**src/rtl/mem_pkg.sv**
```systemverilog
// Shared memory-access types: access size encoding, request record, sizing helper.
package mem_pkg;

  typedef enum logic [1:0] {
    MEM_B = 2'b00,
    MEM_H = 2'b01,
    MEM_W = 2'b10
  } mem_size_e;

  typedef enum logic [1:0] {
    S_IDLE = 2'b00,
    S_WAIT = 2'b01,
    S_RESP = 2'b10
  } arb_state_e;

  // size is kept as raw bits so the illegal 2'b11 encoding can be carried and flagged
  typedef struct packed {
    logic [31:0] addr;
    logic        we;
    logic [1:0]  size;
    logic        is_unsigned;
    logic [31:0] wdata;
  } mem_req_t;

  function automatic int clogb2(input int value);
    int r;
    r = 0;
    while ((1 << r) < value) r = r + 1;
    return (r < 1) ? 1 : r;
  endfunction

endpackage

```
**src/rtl/mem_lane_align.sv**
```systemverilog
// Byte-lane steering for a 32-bit word RAM: store byte enables plus replicated write data,
// and load extraction with sign/zero extension. Purely combinational.
module mem_lane_align
  import mem_pkg::*;
(
  input  logic [1:0]  st_size,
  input  logic [1:0]  st_lane,
  input  logic [31:0] st_wdata,
  output logic [3:0]  st_be,
  output logic [31:0] st_din,
  input  logic [1:0]  ld_size,
  input  logic [1:0]  ld_lane,
  input  logic        ld_unsigned,
  input  logic [31:0] ld_raw,
  output logic [31:0] ld_rdata
);

  logic [31:0] ld_shifted;

  always_comb begin
    st_be  = 4'b0000;
    st_din = st_wdata;
    case (st_size)
      MEM_B: begin
        st_be  = 4'b0001 << st_lane;
        st_din = {4{st_wdata[7:0]}};
      end
      MEM_H: begin
        st_be  = 4'b0011 << st_lane;
        st_din = {2{st_wdata[15:0]}};
      end
      MEM_W:   st_be = 4'b1111;
      default: st_be = 4'b0000;
    endcase
  end

  assign ld_shifted = ld_raw >> {ld_lane, 3'b000};

  always_comb begin
    ld_rdata = ld_raw;
    case (ld_size)
      MEM_B: ld_rdata = ld_unsigned ? {24'h0, ld_shifted[7:0]}
                                    : {{24{ld_shifted[7]}}, ld_shifted[7:0]};
      MEM_H: ld_rdata = ld_unsigned ? {16'h0, ld_shifted[15:0]}
                                    : {{16{ld_shifted[15]}}, ld_shifted[15:0]};
      default: ld_rdata = ld_raw;
    endcase
  end

endmodule

```
**src/rtl/mem_port_arbiter.sv**
```systemverilog
// Round-robin share of one BRAM port between two requesters, one transaction in flight.
// Accept in IDLE drives the RAM directly; the response appears READ_LAT cycles later.
module mem_port_arbiter
  import mem_pkg::*;
#(
  parameter int          RAM_DEPTH = 1024,
  parameter logic [31:0] BASE_ADDR = 32'h0000_0000,
  parameter int          READ_LAT  = 2,
  localparam int         AW        = clogb2(RAM_DEPTH)
) (
  input  logic          clk_i,
  input  logic          rst_ni,
  input  logic          m0_req_valid_i,
  output logic          m0_req_ready_o,
  input  logic [31:0]   m0_addr_i,
  input  logic          m0_we_i,
  input  logic [1:0]    m0_size_i,
  input  logic          m0_unsigned_i,
  input  logic [31:0]   m0_wdata_i,
  output logic          m0_rsp_valid_o,
  output logic          m0_rsp_err_o,
  output logic [31:0]   m0_rdata_o,
  input  logic          m1_req_valid_i,
  output logic          m1_req_ready_o,
  input  logic [31:0]   m1_addr_i,
  input  logic          m1_we_i,
  input  logic [1:0]    m1_size_i,
  input  logic          m1_unsigned_i,
  input  logic [31:0]   m1_wdata_i,
  output logic          m1_rsp_valid_o,
  output logic          m1_rsp_err_o,
  output logic [31:0]   m1_rdata_o,
  output logic          mem_en_o,
  output logic [3:0]    mem_we_o,
  output logic [AW-1:0] mem_addr_o,
  output logic [31:0]   mem_din_o,
  output logic          mem_regce_o,
  output logic          mem_rst_o,
  input  logic [31:0]   mem_dout_i
);

  localparam logic [32:0] LIMIT = 33'(RAM_DEPTH) * 33'd4;

  arb_state_e  state;
  logic        rr_ptr;
  logic [1:0]  cnt;
  logic        l_gid, l_we, l_err, l_unsigned;
  logic [1:0]  l_lane, l_size;

  mem_req_t    req0, req1, req_sel;
  logic        idle, gnt1, accept, err_now, issue, resp, load_ok;
  logic [31:0] off;
  logic [1:0]  lane;
  logic [3:0]  st_be;
  logic [31:0] st_din, ld_rdata;

  assign req0 = '{addr: m0_addr_i, we: m0_we_i, size: m0_size_i,
                  is_unsigned: m0_unsigned_i, wdata: m0_wdata_i};
  assign req1 = '{addr: m1_addr_i, we: m1_we_i, size: m1_size_i,
                  is_unsigned: m1_unsigned_i, wdata: m1_wdata_i};

  // rr_ptr == 1 favours m1 when both request in the same cycle
  assign idle    = (state == S_IDLE);
  assign gnt1    = m1_req_valid_i & (~m0_req_valid_i | rr_ptr);
  assign accept  = idle & (m0_req_valid_i | m1_req_valid_i);
  assign req_sel = gnt1 ? req1 : req0;

  assign m0_req_ready_o = idle & m0_req_valid_i & ~gnt1;
  assign m1_req_ready_o = idle & gnt1;

  assign off  = req_sel.addr - BASE_ADDR;
  assign lane = off[1:0];

  always_comb begin
    err_now = 1'b0;
    if (req_sel.size == 2'b11)                      err_now = 1'b1;
    if (req_sel.size == MEM_H && lane[0])           err_now = 1'b1;
    if (req_sel.size == MEM_W && lane != 2'b00)     err_now = 1'b1;
    if (req_sel.addr < BASE_ADDR)                   err_now = 1'b1;
    if ({1'b0, off} >= LIMIT)                       err_now = 1'b1;
  end

  mem_lane_align u_align (
    .st_size     (req_sel.size),
    .st_lane     (lane),
    .st_wdata    (req_sel.wdata),
    .st_be       (st_be),
    .st_din      (st_din),
    .ld_size     (l_size),
    .ld_lane     (l_lane),
    .ld_unsigned (l_unsigned),
    .ld_raw      (mem_dout_i),
    .ld_rdata    (ld_rdata)
  );

  assign issue       = accept & ~err_now;
  assign mem_en_o    = issue;
  assign mem_addr_o  = issue ? off[AW+1:2] : '0;
  assign mem_we_o    = (issue & req_sel.we) ? st_be : 4'b0000;
  assign mem_din_o   = (issue & req_sel.we) ? st_din : 32'h0;
  assign mem_regce_o = (state == S_WAIT) & ~l_we & ~l_err;
  assign mem_rst_o   = 1'b0;

  assign resp    = (state == S_RESP);
  assign load_ok = ~l_we & ~l_err;

  assign m0_rsp_valid_o = resp & ~l_gid;
  assign m1_rsp_valid_o = resp & l_gid;
  assign m0_rsp_err_o   = resp & ~l_gid & l_err;
  assign m1_rsp_err_o   = resp & l_gid & l_err;
  assign m0_rdata_o     = (resp & ~l_gid & load_ok) ? ld_rdata : 32'h0;
  assign m1_rdata_o     = (resp & l_gid & load_ok) ? ld_rdata : 32'h0;

  always_ff @(posedge clk_i or negedge rst_ni) begin
    if (!rst_ni) begin
      state      <= S_IDLE;
      rr_ptr     <= 1'b0;
      cnt        <= 2'd0;
      l_gid      <= 1'b0;
      l_we       <= 1'b0;
      l_err      <= 1'b0;
      l_unsigned <= 1'b0;
      l_lane     <= 2'd0;
      l_size     <= 2'd0;
    end else begin
      case (state)
        S_IDLE: begin
          if (accept) begin
            rr_ptr     <= ~gnt1;
            l_gid      <= gnt1;
            l_we       <= req_sel.we;
            l_err      <= err_now;
            l_unsigned <= req_sel.is_unsigned;
            l_lane     <= lane;
            l_size     <= req_sel.size;
            // with no RAM output register the data is ready one cycle after accept
            if (READ_LAT <= 1) begin
              state <= S_RESP;
            end else begin
              state <= S_WAIT;
              cnt   <= (READ_LAT > 2) ? 2'(READ_LAT - 2) : 2'd0;
            end
          end
        end
        S_WAIT: begin
          if (cnt == 2'd0) state <= S_RESP;
          else             cnt   <= cnt - 2'd1;
        end
        S_RESP:  state <= S_IDLE;
        default: state <= S_IDLE;
      endcase
    end
  end

endmodule

```
**config.mk**
```make
export PLATFORM = sky130hd
export DESIGN_NAME = mem_port_arbiter
export DESIGN_NICKNAME = d
export VERILOG_FILES = /design/src/rtl/mem_pkg.sv /design/src/rtl/mem_lane_align.sv /design/src/rtl/mem_port_arbiter.sv
export SDC_FILE = /design/constraint.sdc
export NUM_CORES = 1
export LEC_CHECK = 0
export ABC_AREA = 1
export CAP_MARGIN = 20
export CORE_AREA = 2 2 114 116
export CTS_BUF_LIST = sky130_fd_sc_hd__clkbuf_4
export CTS_CLUSTER_DIAMETER = 200
export DETAILED_ROUTE_END_ITERATION = 8
export DIE_AREA = 0 0 116 118
export DONT_BUFFER_PORTS = 1
export GPL_ROUTABILITY_DRIVEN = 0
export GPL_TIMING_DRIVEN = 0
export PLACE_DENSITY_LB_ADDON = 0.2
export SKIP_CTS_REPAIR_TIMING = 1
export SLEW_MARGIN = 20
export SYNTH_ARGS = -nofsm -noshare
export SYNTH_HDL_FRONTEND = slang
export SYNTH_SLANG_ARGS = --single-unit
```
**constraint.sdc**
```tcl
create_clock -name clk_i -period 2.3 [get_ports clk_i]
set_input_delay 0.23 -clock clk_i [delete_from_list [all_inputs] [get_ports clk_i]]
set_output_delay 0.23 -clock clk_i [all_outputs]
set_load 0.01 [all_outputs]
```
; ---- Word level (Yosys, flattened, before mapping)
; Cells that the tools add are included.
[classes]
n_bitwise = 24
n_shift = 3
add_sub_neg = 1
eq_ne = 9
magnitude_cmp = 2
n_reduce_logical = 11
muxes = 22
[op_table]
columns = cell, count
row1 = two-way mux 32 bit, 5
row2 = case mux 32 bit (2 select lines), 2
row3 = two-way mux 68 bit, 1
row4 = ">= comparator 32 x 13 -> 1 bit, second input constant", 1
row5 = "less-than comparator 32 x 1 -> 1 bit, second input constant", 1
row6 = >> shifter 32 x 5 -> 16 bit, 1
row7 = AND 1 bit, 16
row8 = case mux 4 bit (3 select lines), 1
row9 = two-way mux 10 bit, 1
row10 = logical NOT 2 bit, 4
row11 = two-way mux 2 bit, 4
row12 = case mux 2 bit (2 select lines), 2
row13 = "== test 2 x 1 -> 1 bit, second input constant", 3
row14 = "== test 2 bit, second input constant", 3
row15 = NOT 1 bit, 6
row16 = two-way mux 1 bit, 5
row17 = two-way mux 4 bit, 1
row18 = "!= test 2 x 1 -> 1 bit, second input constant", 2
row19 = AND reduction 2 bit, 2
row20 = nonzero test 2 bit, 2
row21 = "left shift 1 x 2 -> 4 bit, first input constant", 1
row22 = "left shift 2 x 2 -> 4 bit, first input constant", 1
row23 = AND reduction 3 bit, 1
row24 = logical AND 1 bit, 2
row25 = 3 further kinds, 4
[totals]
word_cells = 81
regBits = 13
out_inout_bits = 119

; ---- Depth between registers and ports, before layout
[depth]
word_depth = 14
depth_mapped = 13
mapped_depth_nobuf = 12

; ---- Hierarchy
; From an unflattened synthesis, not the netlist that was laid out.
[hier_totals]
cells_unflattened = 737
area_unflattened_um2 = 3527.1
[by_module_without_submodules]
columns = module, n_inst, area_per_inst_um2, cells_each
row1 = mem_port_arbiter, 1, 2260.9, 474
row2 = mem_lane_align, 1, 1266.2, 263

; ---- Worst setup path after synthesis
; Ideal clock, no wire load.
[synth_path]
path_type = register to output
from = reg rr_ptr
to = out mem_din_o[21]
stages_incl_launch_ff = 14
arrival_time_ns = 1.783
slack_ns = 0.287
required_ns = 2.070
path_buffers = 2
path_cell_list = dfrtp_1 -> inv_1 -> nand2_1 -> nand2_1 -> nand2_1 -> nand2_2 -> inv_2 -> buf_4 -> nand2_2 -> inv_2 -> nor2_4 -> nand2_4 -> buf_4 -> nor2_1
[synth_via]
elab_chain_cells = 13
word_cells_on_any_way = 22
cone_classes = order compare: 2 / eq/ne: 3 / mux: 8 / bitwise: 5 / reduce/logical: 4
[synth_rtl]
columns = element, line
row1 = "start, declared", mem_port_arbiter.sv:45  ; logic rr_ptr;
row2 = "start signal, assigned", mem_port_arbiter.sv:129  ; rr_ptr <= ~gnt1;
row3 = bitwise OR 1 bit *, mem_port_arbiter.sv:64  ; assign gnt1 = m1_req_valid_i & (~m0_req_valid_i | rr_ptr);
row4 = AND 1 bit *, mem_port_arbiter.sv:64
row5 = two-way mux 68 bit *, mem_port_arbiter.sv:66  ; assign req_sel = gnt1 ? req1 : req0;
row6 = branches (longest 5 deep; another with less-than comparator 32 x 1 -> 1 bit), --
row7 = two-way mux 1 bit *, mem_port_arbiter.sv:80  ; if ({1'b0, off} >= LIMIT) err_now = 1'b1;
row8 = NOT 1 bit *, mem_port_arbiter.sv:96  ; assign issue = accept & ~err_now;
row9 = AND 1 bit *, mem_port_arbiter.sv:96
row10 = net mem_en_o, mem_port_arbiter.sv:33  ; output logic mem_en_o,
row11 = AND 1 bit *, mem_port_arbiter.sv:100  ; assign mem_din_o = (issue & req_sel.we) ? st_din : 32'h0;
row12 = two-way mux 32 bit *, mem_port_arbiter.sv:100
row13 = "end, declared", mem_port_arbiter.sv:36  ; output logic [31:0] mem_din_o,
; Mark *: on every way through the listed nets, which the timed path passes.

; ---- Worst setup path in the final report
[layout_path]
from = reg state[0]
to = out mem_din_o[26]
[layout_via]
elab_chain_cells = 5
[layout_rtl]
columns = element, line
row1 = "start, declared", mem_port_arbiter.sv:44  ; arb_state_e state;
row2 = "start signal, assigned", mem_port_arbiter.sv:116  ; state <= S_IDLE;
row3 = "start signal, assigned", mem_port_arbiter.sv:138  ; state <= S_RESP;
row4 = "start signal, assigned", mem_port_arbiter.sv:140  ; state <= S_WAIT;
row5 = logical NOT 2 bit, mem_port_arbiter.sv:63  ; assign idle = (state == S_IDLE);
row6 = AND 1 bit, mem_port_arbiter.sv:65  ; assign accept = idle & (m0_req_valid_i | m1_req_valid_i);
row7 = AND 1 bit, mem_port_arbiter.sv:96
row8 = net mem_en_o, mem_port_arbiter.sv:33
row9 = AND 1 bit, mem_port_arbiter.sv:100
row10 = two-way mux 32 bit, mem_port_arbiter.sv:100
; The timed path passes the listed nets, and every way through them passes these cells.

==> results.json <==
{
  "yosysUniqueCellTypes": 31,
  "syn-num-nets": 829,
  "worst_slack_ns": -0.154,
  "grt_pass1_vias": 3665,
  "dr.pass1.iters": 5,
  "grt_util_met2_pct": 32.8,
  "nets": 848,
  "skew_ns": 0.00654,
  "grt_overflow": 0,
  "fin_tns_setup_ns": -4.50,
  "critical_path_class": "reg2out",
  "violations": "setup timing",
  "gr-usage-met1_pct": 21.5,
  "fin_crit_ns": 2.45,
  "antenna_found_initial": 0,
  "die_w_um": 116,
  "clk_pin_slew_ns": 0.08,
  "synth_area_um2": 3100,
  "rsz0062_at_grt": "true",
  "fmax_mhz": 407,
  "final_layout_size_suffix_gt1_share_pct": 20.5,
  "drtIter0Drc": 119,
  "reg2reg_slack_ns": 0.62,
  "max_cap_violations": 0,
  "drc": 0,
  "startpoint_type": "flop",
  "critPathArrivalTime_ns": 2.22,
  "cts_buffer_depth": 2,
  "tightest_slew_ns": 0.672,
  "n_antenna_cell": 0,
  "ys_ff_latch": 13,
  "grt_pass1_wl_um": 19400,
  "row_count": 41,
  "area_delta_synth_final_pct": 31.5,
  "preCtsSetupSlack_ns": -0.401,
  "setup_violations": 45,
  "numPortBuffers": 0,
  "clock-sinks": 13,
  "drv_slew": 0,
  "dp_hpwl_um": 11200,
  "core_um2": 12400,
  "busiest_layer": "met2",
  "drt-vias-per-instance": 4.85,
  "reg2reg_depth": 7,
  "seq_area_frac_synth_pct": 10.5,
  "fin_crit_sh_pct": 107,
  "relSlewSlack_pct": 54.7,
  "powerDensity_nw_per_um2": 699,
  "cp_max_fo": 7,
  "cp.required_ns": 2.07,
  "fin_hold_ws_ns": 0.143,
  "wl_per_cell_um": 16.1,
  "cts-htree-levels": 1,
  "clock_latency_ns": 0.27,
  "dieArea_um2": 13700,
  "status": "complete, but fails checks",
  "routed_wl_um": 13600,
  "postSynthAreaPerCell_um2": 4.72,
  "hold_depth": 2,
  "track_usage_pct": 17.8,
  "io_pins": 291,
  "ir_worst_vdd_mv": 0.200,
  "tritoncts": "built",
  "start_util_pct": 24.9,
  "num_vias": 4104,
  "power.leakage_nw": 2.10,
  "ys_warn_count": 0,
  "hold_viol": 0,
  "grt_util_met3_pct": 2.27,
  "root_buffer": "clkbuf_4",
  "cts_made_buffers": 3,
  "netlist_instances": 656,
  "grt_max_degree": 14,
  "utilization_pct": 32.8,
  "endpoint_kind": "output port",
  "fp.dieH_um": 118,
  "hp-class": "in2reg",
  "drtAntennaViolNets": 0
}
==> critical path, stage by stage (launching register included) <==
cell,delay [ns]
dfrtp_1,0.46
nor3_2,0.32
nand2_1,0.08
nor2_1,0.09
nand3_1,0.13
nor2_4,0.37
nand2_8,0.15
clkbuf_16,0.21
nor2_4,0.14
==> sequential cells by signal, summed over array words and instances (netlist names) <==
signal	count
state	2
l_we	1
cnt	2
l_gid	1
l_lane	2
l_size	2
l_err	1
rr_ptr	1
l_unsigned	1
==> synth_stat cells (all sizes together) <==
master,n,area (µm²)
a21boi,1,11.3
a21oi,34,170
a22oi,1,7.51
a31oi,1,6.26
buf,17,103
clkbuf,18,67.6
conb,1,3.75
dfrtp,13,325
ha,1,12.5
inv,114,428
mux2i,1,10.0
nand2,174,666
nand3,27,135
nand3b,2,15.0
nor2,134,515
nor3,4,20.0
o211ai,7,52.6
o21ai,95,475
o21bai,1,7.51
o22ai,1,6.26
o31ai,1,7.51
or2,8,50.1
==> power by group <==
| part | internal (mW) | switching [mW] | total [mW] | leakage [nW] |
|---|---|---|---|---|
| clock | 0.0788 | 0.0700 | 0.149 | 0.0184 |
| sequential | 0.326 | 0.0985 | 0.424 | 0.156 |
| combinational | 0.710 | 1.56 | 2.27 | 1.92 |
==> area by class of cell <==
cell class | count | area, µm²
inverters | 114 | 430
flip-flops and latches | 13 | 325
repair buffers | 15 | 198
well taps | 172 | 215
fillers | 1477 | 8340
multi-input cells | 495 | 2630
plain buffers | 33 | 238
clock buffers | 4 | 30.0
==> cells in the final DEF, fill, tap and decap left out, drive strengths merged, types with 2 or more instances in the layout <==
cell type,netlist,layout
a21oi,34,34
buf,17,24
clkbuf,18,27
dfrtp,13,13
inv,114,114
nand2,174,175
nand3,27,27
nand3b,2,2
nor2,134,134
nor3,4,4
o211ai,7,7
o21ai,95,95
or2,8,8
==> kinds of logic (layout without fill, tap and decap cells) <==
kind of cell / after synthesis / count (layout) / share of synthesized area (%)
buffers and inverters: 149 / 166 / 19.3
muxes: 1 / 1 / 0.323
other: 1 / 1 / 0.121
and+or+nand+nor: 349 / 350 / 45.3
DFF: 13 / 13 / 10.5
adders and majority gates: 1 / 1 / 0.404
AOI/OAI and AO/OA: 142 / 142 / 24.1
==> metrics by stage <==
stage | power, mW | std cells | cell area [µm²]
after floorplan | 1.85 | 656 | 3100
after global placement | 2.36 | 828 | 3310
after detailed placement | 2.36 | 828 | 3310
after CTS | 2.52 | 832 | 3340
after global routing | 3.14 | 846 | 4070
final | 2.85 | 846 | 4070
==> routing by layer <==
layer | part of all wire [%] | up-vias
li1 | - | 2056
met5 | 0 | -
met1 | 40 | 1833
met4 | 2.3 | 0
met3 | 6.5 | 22
met2 | 51 | 193
==> path summary, 6_finish.rpt <==
path | startpoint | end
worst min register to register | cnt[1] | cnt[1]
min in group asynchronous | rst_ni | state[1]
worst max register to register | rr_ptr | l_unsigned
worst max-delay path | state[0] | mem_din_o[26]
worst min-delay path | m1_we_i | l_we
max in group asynchronous | rst_ni | l_size[0]
Power figures use the tool's default switching activity.
